**config.mk**
```make
export PLATFORM = sky130hd
export DESIGN_NAME = sd_sector_buffer_flat
export DESIGN_NICKNAME = d
export VERILOG_FILES = /design/src/rtl/sd_sector_buffer_pkg.sv /design/src/rtl/sd_sector_buffer_if.sv /design/src/rtl/sd_sector_buffer_ram.sv /design/src/rtl/sd_sector_buffer.sv /design/src/flat_wrapper.sv
export SDC_FILE = /design/constraint.sdc
export NUM_CORES = 2
export LEC_CHECK = 0
export CAP_MARGIN = 30
export CELL_PAD_IN_SITES_DETAIL_PLACEMENT = 0
export CELL_PAD_IN_SITES_GLOBAL_PLACEMENT = 1
export CORE_ASPECT_RATIO = 1.2
export CORE_MARGIN = 4
export CORE_UTILIZATION = 46
export CTS_CLUSTER_SIZE = 14
export DETAILED_ROUTE_END_ITERATION = 16
export PLACE_DENSITY = 0.69
export SYNTH_ARGS = -nofsm -noshare
export SYNTH_HDL_FRONTEND = slang
export SYNTH_SLANG_ARGS = --single-unit
```
**constraint.sdc**
```tcl
create_clock -name clk -period 4.78 [get_ports clk]
set_input_delay 0.717 -clock clk [delete_from_list [all_inputs] [get_ports clk]]
set_output_delay 0.717 -clock clk [all_outputs]
set_load 0.02 [all_outputs]
```
**src/rtl/sd_sector_buffer_pkg.sv**
```systemverilog
// Shared definitions for the SD sector buffer: FSM encoding and sector geometry.
package sd_sector_buffer_pkg;

   localparam int unsigned SD_SECTOR_BYTES = 512;
   localparam int unsigned SSB_TMR_W       = 25;

   typedef enum logic [1:0] {
      SSB_IDLE  = 2'd0,
      SSB_ISSUE = 2'd1,
      SSB_FILL  = 2'd2,
      SSB_DONE  = 2'd3
   } ssb_state_e;

endpackage

```
**src/rtl/sd_sector_buffer_if.sv**
```systemverilog
// Bus-side and SD-controller-side signals of the sector buffer; slave = buffer view.
interface sd_sector_buffer_if #(
   parameter int unsigned IDX_W = 9
);
   logic             cmd_read;
   logic [31:0]      cmd_addr;
   logic             sd_ready;
   logic             sd_byte_available;
   logic [7:0]       sd_dout;
   logic             sd_rd;
   logic [31:0]      sd_address;
   logic [IDX_W-1:0] rd_index;
   logic [7:0]       rd_data;
   logic             sector_valid;
   logic             busy;
   logic             error;

   modport slave (
      input  cmd_read, cmd_addr, sd_ready, sd_byte_available, sd_dout, rd_index,
      output sd_rd, sd_address, rd_data, sector_valid, busy, error
   );

   modport master (
      output cmd_read, cmd_addr, sd_ready, sd_byte_available, sd_dout, rd_index,
      input  sd_rd, sd_address, rd_data, sector_valid, busy, error
   );
endinterface

```
**src/rtl/sd_sector_buffer_ram.sv**
```systemverilog
// Single-clock 1W/1R byte RAM, read-first, registered output, no reset (maps to block RAM).
module ssb_byte_ram #(
   parameter int unsigned DEPTH = 512,
   parameter int unsigned AW    = 9
) (
   input  logic          i_clk,
   input  logic          i_we,
   input  logic [AW-1:0] i_waddr,
   input  logic [7:0]    i_wdata,
   input  logic [AW-1:0] i_raddr,
   output logic [7:0]    o_rdata
);
   logic [7:0] r_mem [DEPTH];
   logic [7:0] r_rdata;

   always_ff @(posedge i_clk) begin
      if (i_we) r_mem[i_waddr] <= i_wdata;
      r_rdata <= r_mem[i_raddr];
   end

   assign o_rdata = r_rdata;
endmodule

```
**src/rtl/sd_sector_buffer.sv**
```systemverilog
// Sector read sequencer + capture buffer between sd_controller and the CPU bus.
// Optional idle-byte timeout: define SD_SECTOR_BUFFER_TIMEOUT_EN.
module sd_sector_buffer
   import sd_sector_buffer_pkg::*;
#(
   parameter int unsigned SECTOR_BYTES   = SD_SECTOR_BYTES,
   parameter int unsigned IDX_W          = 9
`ifdef SD_SECTOR_BUFFER_TIMEOUT_EN
   ,
   parameter int unsigned TIMEOUT_CYCLES = 25_000_000
`endif
) (
   input logic                clk,
   input logic                reset_n,
   sd_sector_buffer_if.slave  bus
);
   ssb_state_e       r_state, w_state_nxt;
   logic [IDX_W-1:0] r_count;
   logic             r_byte_av_d;
   logic [31:0]      r_sd_address;
   logic             r_sector_valid, r_busy, r_error, r_rd_en;
   logic             w_rise, w_sd_rd, w_accept, w_drop, w_we, w_last;
   logic             w_timeout, w_tmo_hit;
   logic [7:0]       w_ram_q;

   assign w_rise = bus.sd_byte_available & ~r_byte_av_d;
   assign w_last = (r_count == '1);

`ifdef SD_SECTOR_BUFFER_TIMEOUT_EN
   logic [SSB_TMR_W-1:0] r_timer;

   always_ff @(posedge clk or negedge reset_n) begin
      if (!reset_n)                                       r_timer <= '0;
      else if (w_accept || w_we)                          r_timer <= '0;
      else if (r_state == SSB_ISSUE || r_state == SSB_FILL) r_timer <= r_timer + 1'b1;
   end

   assign w_tmo_hit = (r_state == SSB_ISSUE || r_state == SSB_FILL) &&
                      (r_timer == SSB_TMR_W'(TIMEOUT_CYCLES - 1));
`else
   assign w_tmo_hit = 1'b0;
`endif

   always_ff @(posedge clk or negedge reset_n) begin
      if (!reset_n) r_state <= SSB_IDLE;
      else          r_state <= w_state_nxt;
   end

   always_comb begin
      w_state_nxt = r_state;
      w_sd_rd     = 1'b0;
      w_accept    = 1'b0;
      w_drop      = 1'b0;
      w_we        = 1'b0;
      w_timeout   = 1'b0;
      case (r_state)
         SSB_IDLE, SSB_DONE: begin
            if (bus.cmd_read) begin
               w_accept    = 1'b1;
               w_state_nxt = SSB_ISSUE;
            end
         end
         SSB_ISSUE: begin
            w_drop = bus.cmd_read;
            if (bus.sd_ready) begin
               w_sd_rd     = 1'b1;
               w_state_nxt = SSB_FILL;
            end else if (w_tmo_hit) begin
               w_timeout   = 1'b1;
               w_state_nxt = SSB_IDLE;
            end
         end
         SSB_FILL: begin
            w_drop = bus.cmd_read;
            if (w_rise) begin
               w_we = 1'b1;
               if (w_last) w_state_nxt = SSB_DONE;
            end else if (w_tmo_hit) begin
               w_timeout   = 1'b1;
               w_state_nxt = SSB_IDLE;
            end
         end
         default: w_state_nxt = SSB_IDLE;
      endcase
   end

   always_ff @(posedge clk or negedge reset_n) begin
      if (!reset_n) begin
         r_count        <= '0;
         r_byte_av_d    <= 1'b0;
         r_sd_address   <= '0;
         r_sector_valid <= 1'b0;
         r_busy         <= 1'b0;
         r_error        <= 1'b0;
         r_rd_en        <= 1'b0;
      end else begin
         r_byte_av_d <= bus.sd_byte_available;
         r_rd_en     <= 1'b1;
         if (w_accept) begin
            r_sd_address   <= bus.cmd_addr;
            r_sector_valid <= 1'b0;
            r_error        <= 1'b0;
            r_busy         <= 1'b1;
            r_count        <= '0;
         end
         if (w_drop) r_error <= 1'b1;
         if (w_we) begin
            r_count <= r_count + 1'b1;
            if (w_last) begin
               r_sector_valid <= 1'b1;
               r_busy         <= 1'b0;
            end
         end
         if (w_timeout) begin
            r_busy         <= 1'b0;
            r_sector_valid <= 1'b0;
            r_error        <= 1'b1;
         end
      end
   end

   ssb_byte_ram #(
      .DEPTH (SECTOR_BYTES),
      .AW    (IDX_W)
   ) u_ram (
      .i_clk   (clk),
      .i_we    (w_we),
      .i_waddr (r_count),
      .i_wdata (bus.sd_dout),
      .i_raddr (bus.rd_index),
      .o_rdata (w_ram_q)
   );

   // RAM output has no reset; mask it until the first post-reset read has landed
   assign bus.rd_data      = r_rd_en ? w_ram_q : '0;
   assign bus.sd_rd        = w_sd_rd;
   assign bus.sd_address   = r_sd_address;
   assign bus.sector_valid = r_sector_valid;
   assign bus.busy         = r_busy;
   assign bus.error        = r_error;
endmodule

```
**src/flat_wrapper.sv**
```systemverilog
// flat-port wrapper written by rule: the top's interface ports become plain ports
module sd_sector_buffer_flat import sd_sector_buffer_pkg::*;
#(
   parameter int unsigned SECTOR_BYTES   = SD_SECTOR_BYTES,
   parameter int unsigned IDX_W          = 9

)
  (clk, reset_n, bus_cmd_read, bus_cmd_addr, bus_sd_ready, bus_sd_byte_available, bus_sd_dout, bus_rd_index, bus_sd_rd, bus_sd_address, bus_rd_data, bus_sector_valid, bus_busy, bus_error);
  sd_sector_buffer_if #(.IDX_W(IDX_W)) bus_i ();
  input logic clk;
  input logic reset_n;
  input wire logic [$bits(bus_i.cmd_read)-1:0] bus_cmd_read;
  input wire logic [$bits(bus_i.cmd_addr)-1:0] bus_cmd_addr;
  input wire logic [$bits(bus_i.sd_ready)-1:0] bus_sd_ready;
  input wire logic [$bits(bus_i.sd_byte_available)-1:0] bus_sd_byte_available;
  input wire logic [$bits(bus_i.sd_dout)-1:0] bus_sd_dout;
  input wire logic [$bits(bus_i.rd_index)-1:0] bus_rd_index;
  output wire logic [$bits(bus_i.sd_rd)-1:0] bus_sd_rd;
  output wire logic [$bits(bus_i.sd_address)-1:0] bus_sd_address;
  output wire logic [$bits(bus_i.rd_data)-1:0] bus_rd_data;
  output wire logic [$bits(bus_i.sector_valid)-1:0] bus_sector_valid;
  output wire logic [$bits(bus_i.busy)-1:0] bus_busy;
  output wire logic [$bits(bus_i.error)-1:0] bus_error;
  assign bus_i.cmd_read = bus_cmd_read;
  assign bus_i.cmd_addr = bus_cmd_addr;
  assign bus_i.sd_ready = bus_sd_ready;
  assign bus_i.sd_byte_available = bus_sd_byte_available;
  assign bus_i.sd_dout = bus_sd_dout;
  assign bus_i.rd_index = bus_rd_index;
  assign bus_sd_rd = bus_i.sd_rd;
  assign bus_sd_address = bus_i.sd_address;
  assign bus_rd_data = bus_i.rd_data;
  assign bus_sector_valid = bus_i.sector_valid;
  assign bus_busy = bus_i.busy;
  assign bus_error = bus_i.error;
  sd_sector_buffer #(.SECTOR_BYTES(SECTOR_BYTES), .IDX_W(IDX_W)) u_core (.clk(clk), .reset_n(reset_n), .bus(bus_i));
endmodule
```
# == Yosys cells after proc, flatten, opt, wreduce, memory -nomap -nowiden ==
# Memories as Yosys holds them, arrays and structs flattened. A register that Yosys moved wholly into a read port is not among the register bits.
# Index checks and enable logic that the tools add are counted.
# totals
regBits,48
latch_bits,0
mem_bits_rw,4096
romBits,0
out_inout_bits,44
wordCells,51
memories,1
# classes
add_sub_neg,1
n_mul,0
div_mod_pow,0
magnitude_cmp,0
n_eq_ne,8
shifts,0
muxes,25
n_bitwise,2
reduce_logical,6
# memory_table
memory,words,width,read_ports,rd_clocked_by_memory_dff,write_ports,line_no,rtl
u_core.u_ram.r_mem,512,8,1,1,1,sd_sector_buffer_ram.sv:13,logic [7:0] r_mem [DEPTH];
# op_table
op,count
two-way mux 9 bit,2
two-way mux 1 bit,17
adder 9 x 1 -> 9 bit (second input constant),1
== test 9 bit (second input constant),1
two-way mux 2 bit,4
two-way mux 8 bit,1
one-hot mux 2 bit (3 select lines),1
== test 2 bit (second input constant),2
!= test 2 x 1 -> 1 bit (second input constant),2
!= test 2 bit (second input constant),2
AND reduction 4 bit,1
nonzero test 2 bit,2
OR reduction 2 bit,2
== test 2 x 1 -> 1 bit (second input constant),1
logical NOT 2 bit,1
AND 1 bit,1
inverter 1 bit,1

# == Longest topological paths before layout ==
# depth
word_depth,6
ltp_mapped,13
depth_no_buf,9

# == By module ==
# From an unflattened synthesis, not the netlist that was laid out.
# hier_totals
cells_unflattened,8184
area_unflattened_um2,162007.9
# modules_own_cells
module,n_inst,cells_each,area_each_um2,seq_area_each_um2
ssb_byte_ram,1,8030,159927.1,123158.1
sd_sector_buffer,1,154,2080.7,1201.2

# == Worst setup path after synthesis ==
# No wires, ideal clock.
# synth_timing
kind,input to register
start,input bus_sd_byte_available
end,memory u_core.u_ram.r_mem[255][0] (enable)
arrival_ns,2.353
required_time_ns,4.397
path_slack_ns,2.043
cell_stages,7
n_path_buf,1
cell_sequence,nor2b_1 and2_1 clkbuf_1 nand3_1 inv_1 nand2_1 nor3_1
# synth_between
elab_chain_cells,5
# synth_lines
item,line_no,rtl
start: declaration,flat_wrapper.sv:15,input wire logic [$bits(bus_i.sd_byte_available)-1:0] bus_sd_byte_available;
AND 1 bit,sd_sector_buffer.sv:26,assign w_rise = bus.sd_byte_available & ~r_byte_av_d;
two-way mux 1 bit,sd_sector_buffer.sv:75,if (w_rise) begin
two-way mux 1 bit,sd_sector_buffer.sv:56,case (r_state)
two-way mux 1 bit,sd_sector_buffer_ram.sv:17,if (i_we) r_mem[i_waddr] <= i_wdata;
two-way mux 1 bit (implied by the code),sd_sector_buffer_ram.sv:17,
end: declaration,sd_sector_buffer_ram.sv:13,
# Every way passes these cells.

==> impl_metrics.py <==
metrics = {
    "detailed_routing": {
        "wl_per_cell_microns": 32.4,
        "vias_per_cell": 6.17,
        "drtIter0Drc": 9865,
        "num_vias": 83698,
        "drcViolationCount": 0,
        "wl_microns": 440000,
        "postRouteAntennaNets": 0,
        "drt_first_pass_iters": 8,
    },
    "grt": {
        "grt_max_degree": 133,
        "track_usage_pct": 23.7,
        "grt_pass1_wl_microns": 626000,
        "first_global_vias": 83826,
        "antenna_found_initial": 22,
        "grt-ovfl-total": 0,
    },
    "synthesis": {
        "netlist_instances": 8231,
        "synth_edf_count": 4096,
        "synth-async-reset-ratio_pct": 1.16,
        "synth_cell_type_count": 77,
        "ys_ff_latch": 4152,
        "syn_nets": 8292,
        "synth.avg_cell_area_sq_um": 19.9,
        "synth_top_flop_cell": "edfxtp_1",
        "ys.warnings.count": 0,
        "syn_area_sq_um": 163000,
        "seq_area_frac_synth_pct": 76.1,
    },
    "hold_path": {
        "hold_depth": 1,
        "min_from": "bus_sd_dout[5]",
        "hold_end": "u_core.u_ram.r_mem[15][5]",
        "min_path_type": "primary input to register",
    },
    "setup_path": {
        "rr_endpoint": "u_core.u_ram.r_mem[478][7]",
        "r2r_cells": 4,
        "cp_common_cell": "nand4_1",
        "start_kind": "primary input",
        "crit_path_top_delay_cell": "o22ai_1",
        "crit_family": "simple AND/OR/NAND/NOR gates",
        "timing.rr.start": "u_core.r_count[8]",
        "slowest_delay_ps": 770,
        "cp_max_fo": 17,
        "cp-end-kind": "register",
        "crit_path_cell_trace": "clkdlybuf4s50_1 > buf_12 > nand4bb_1 > buf_4 > nand2b_1 > o22ai_1 > nor4_1 > nand4_1 > nand4_1 > and4bb_1",
        "critPathBufInv": 3,
        "required_ps": 5590,
        "critical_path_class": "primary input to register",
        "rrSetupSlack_ps": 1090,
        "critical_path_arrival_ps": 4600,
    },
    "floorplanning": {
        "core-area_sq_um": 353000,
        "dieArea_sq_um": 365000,
        "start_util_pct": 46.3,
        "die_x_microns": 552,
        "rows": 239,
        "io_pins": 98,
        "die_y_microns": 661,
    },
    "timing": {
        "hold_viol_final": 0,
        "relSlewSlack_pct": 28.5,
        "worstMarginPinSlew_ps": 1070,
        "rsz0062_at_grt": "no",
        "clock-skew-final_ps": 47.7,
        "fmax_mhz": 264,
        "finalMaxSlewViolations": 0,
        "min_period_over_period_pct": 79.3,
        "setup_viol": 0,
        "fin_crit_ps": 3790,
        "tns_ps": 0,
    },
    "clock_network": {
        "path_clk_slew_ps": 60,
        "cts_made_buffers": 397,
        "clk_latency_ps": 940,
        "clkSinkCount": 4152,
        "htreeDepth": 5,
        "root_buffer": "clkbuf_16",
        "cts_max_path_buffers": 4,
        "cts_tree": "done",
    },
    "power_and_ir_drop": {
        "p_sw_share_pct": 21.7,
        "seq_power_share_pct": 53.5,
        "power_density_nw_per_um2": 412,
        "clkPwrFrac_pct": 40.5,
        "intPower_mw": 59.0,
        "ir_drop_v": 0.000357,
        "combPwrFrac_pct": 6.0,
        "switching_power_mw": 16.3,
        "total_power_mw": 75.3,
        "p_leak_nw": 57.7,
    },
    "layout": {
        "drive_above_1_share_pct": 18.6,
        "syn_to_final_growth_pct": 11.8,
        "nNetsFinal": 8604,
        "final_common_cell": "edfxtp_1",
        "layout_common_cells": "4096 x edfxtp_1, 688 x mux2i_1, 653 x mux4_2",
    },
    "placed_design": {
        "dp_hpwl_microns": 273000,
        "gp_congestion": 0.931,
        "port_buffers": 97,
    },
    "run_status": {
        "status": "finished clean",
    },
    "flow_run": {
        "cap_viol_max_count": 0,
    },
}
cells in the mapped netlist (all sizes together), types with 5 or more instances:
cell / count / area share [%]
edfxtp: 4096 / 75
mux4: 702 / 9.8
mux2i: 688 / 4.2
nor2: 569 / 1.3
buf: 293 / 1.8
o221ai: 278 / 1.5
clkbuf: 224 / 0.54
o22ai: 209 / 0.81
nand2: 205 / 0.47
nor3: 156 / 0.48
a21oi: 154 / 0.47
o21ai: 104 / 0.32
nand3: 55 / 0.17
a211oi: 50 / 0.23
dfrtp: 48 / 0.73
mux2: 48 / 0.33
nand4: 44 / 0.17
and2: 35 / 0.13
nor4: 33 / 0.13
a2111oi: 24 / 0.15
or3: 23 / 0.088
or2: 18 / 0.069
nand2b: 16 / 0.061
o21a: 13 / 0.060
a31oi: 11 / 0.042
and3: 11 / 0.042
inv: 10 / 0.024
a22o: 8 / 0.043
a2bb2oi: 8 / 0.043
dfxtp: 8 / 0.098
nor2b: 8 / 0.031
a211o: 7 / 0.038
and4b: 7 / 0.043
ha: 7 / 0.054
nand3b: 7 / 0.032
nand4b: 7 / 0.041
o31a: 7 / 0.038
o31ai: 7 / 0.032
nor3b: 5 / 0.023
what timing repair did:
action                    4_1_cts  5_1_grt
hold buffers                    1        0
setup buffers                   0        0
hold endpoints to repair       48        0
resized for setup               0        0
layer usage:
metal	share of wire [%]	global-route usage [%]
met4	4.0	8.68
met1	39	31.5
met2	50	39.7
met5	0.018	0
met3	7.4	3.83
area by class of cell:
| cell class | instances | area (sq um) |
|---|---|---|
| inverters | 10 | 52.6 |
| diodes | 15 | 37.5 |
| fillers | 27564 | 171000 |
| flip-flops and latches | 4152 | 124000 |
| clock inverters | 207 | 1890 |
| clock buffers | 506 | 10500 |
| multi-input cells | 3547 | 35500 |
| well taps | 4699 | 5880 |
| repair buffers | 435 | 4640 |
power groups by stage:
stage | clock network (mW) | logic [mW] | registers, mW
2_1_floorplan | 0 | 2.24 | 41.2
3_3_place_gp | 0 | 4.49 | 41.0
3_5_place_dp | 0 | 4.55 | 41.0
4_1_cts | 30.9 | 4.56 | 40.3
5_1_grt | 32.5 | 4.75 | 40.3
6_report | 30.5 | 4.52 | 40.3
cell families (layout without fill, tap and decap cells):
family,after synthesis,count (layout),share of synthesized area (%)
buffers and inverters,532,1158,2.36
DFF,4152,4152,76.1
AOI/OAI and AO/OA,891,891,3.84
and+or+nand+nor,1210,1210,3.35
other,1,16,0.00229
muxes,1438,1438,14.3
adders and majority gates,7,7,0.0536
stage by stage:
| stage | hold WS (ps) | util, % | setup WS (ps) | cells | instance area [sq um] |
|---|---|---|---|---|---|
| floorplan | 421 | - | 2040 | 8231 | 163000 |
| global placement | 486 | 48.2 | 10.6 | 12833 | 170000 |
| detailed placement | 491 | 48.2 | 148 | 12842 | 170000 |
| CTS | 190 | 51.7 | 1130 | 13556 | 183000 |
| global route | 202 | 51.7 | 1060 | 13562 | 183000 |
| finish | 241 | 51.7 | 991 | 13571 | 183000 |
worst max path at each step:
stage                                            end  slack (ps)  cells after the start                   from
after CTS                 u_core.u_ram.r_mem[478][7]        1130                      4      u_core.r_count[8]
after global placement       u_core.u_ram.o_rdata[7]          10                     11        bus_rd_index[1]
final                        u_core.u_ram.o_rdata[4]         990                     10        bus_rd_index[5]
after detailed placement     u_core.u_ram.o_rdata[4]         150                     10        bus_rd_index[6]
after floorplan           u_core.u_ram.r_mem[255][0]        2040                      7  bus_sd_byte_available
after global routing      u_core.u_ram.r_mem[478][7]        1060                      4      u_core.r_count[8]
state kept, by name (all words and copies together) (netlist names), 2 cells and up:
| register | flops |
|---|---|
| u_core.u_ram.r_mem | 4096 |
| u_core.bus.sd_address | 32 |
| u_core.r_count | 9 |
| u_core.u_ram.o_rdata | 8 |
| u_core.r_state | 2 |
(Power assumes the default switching activity.)
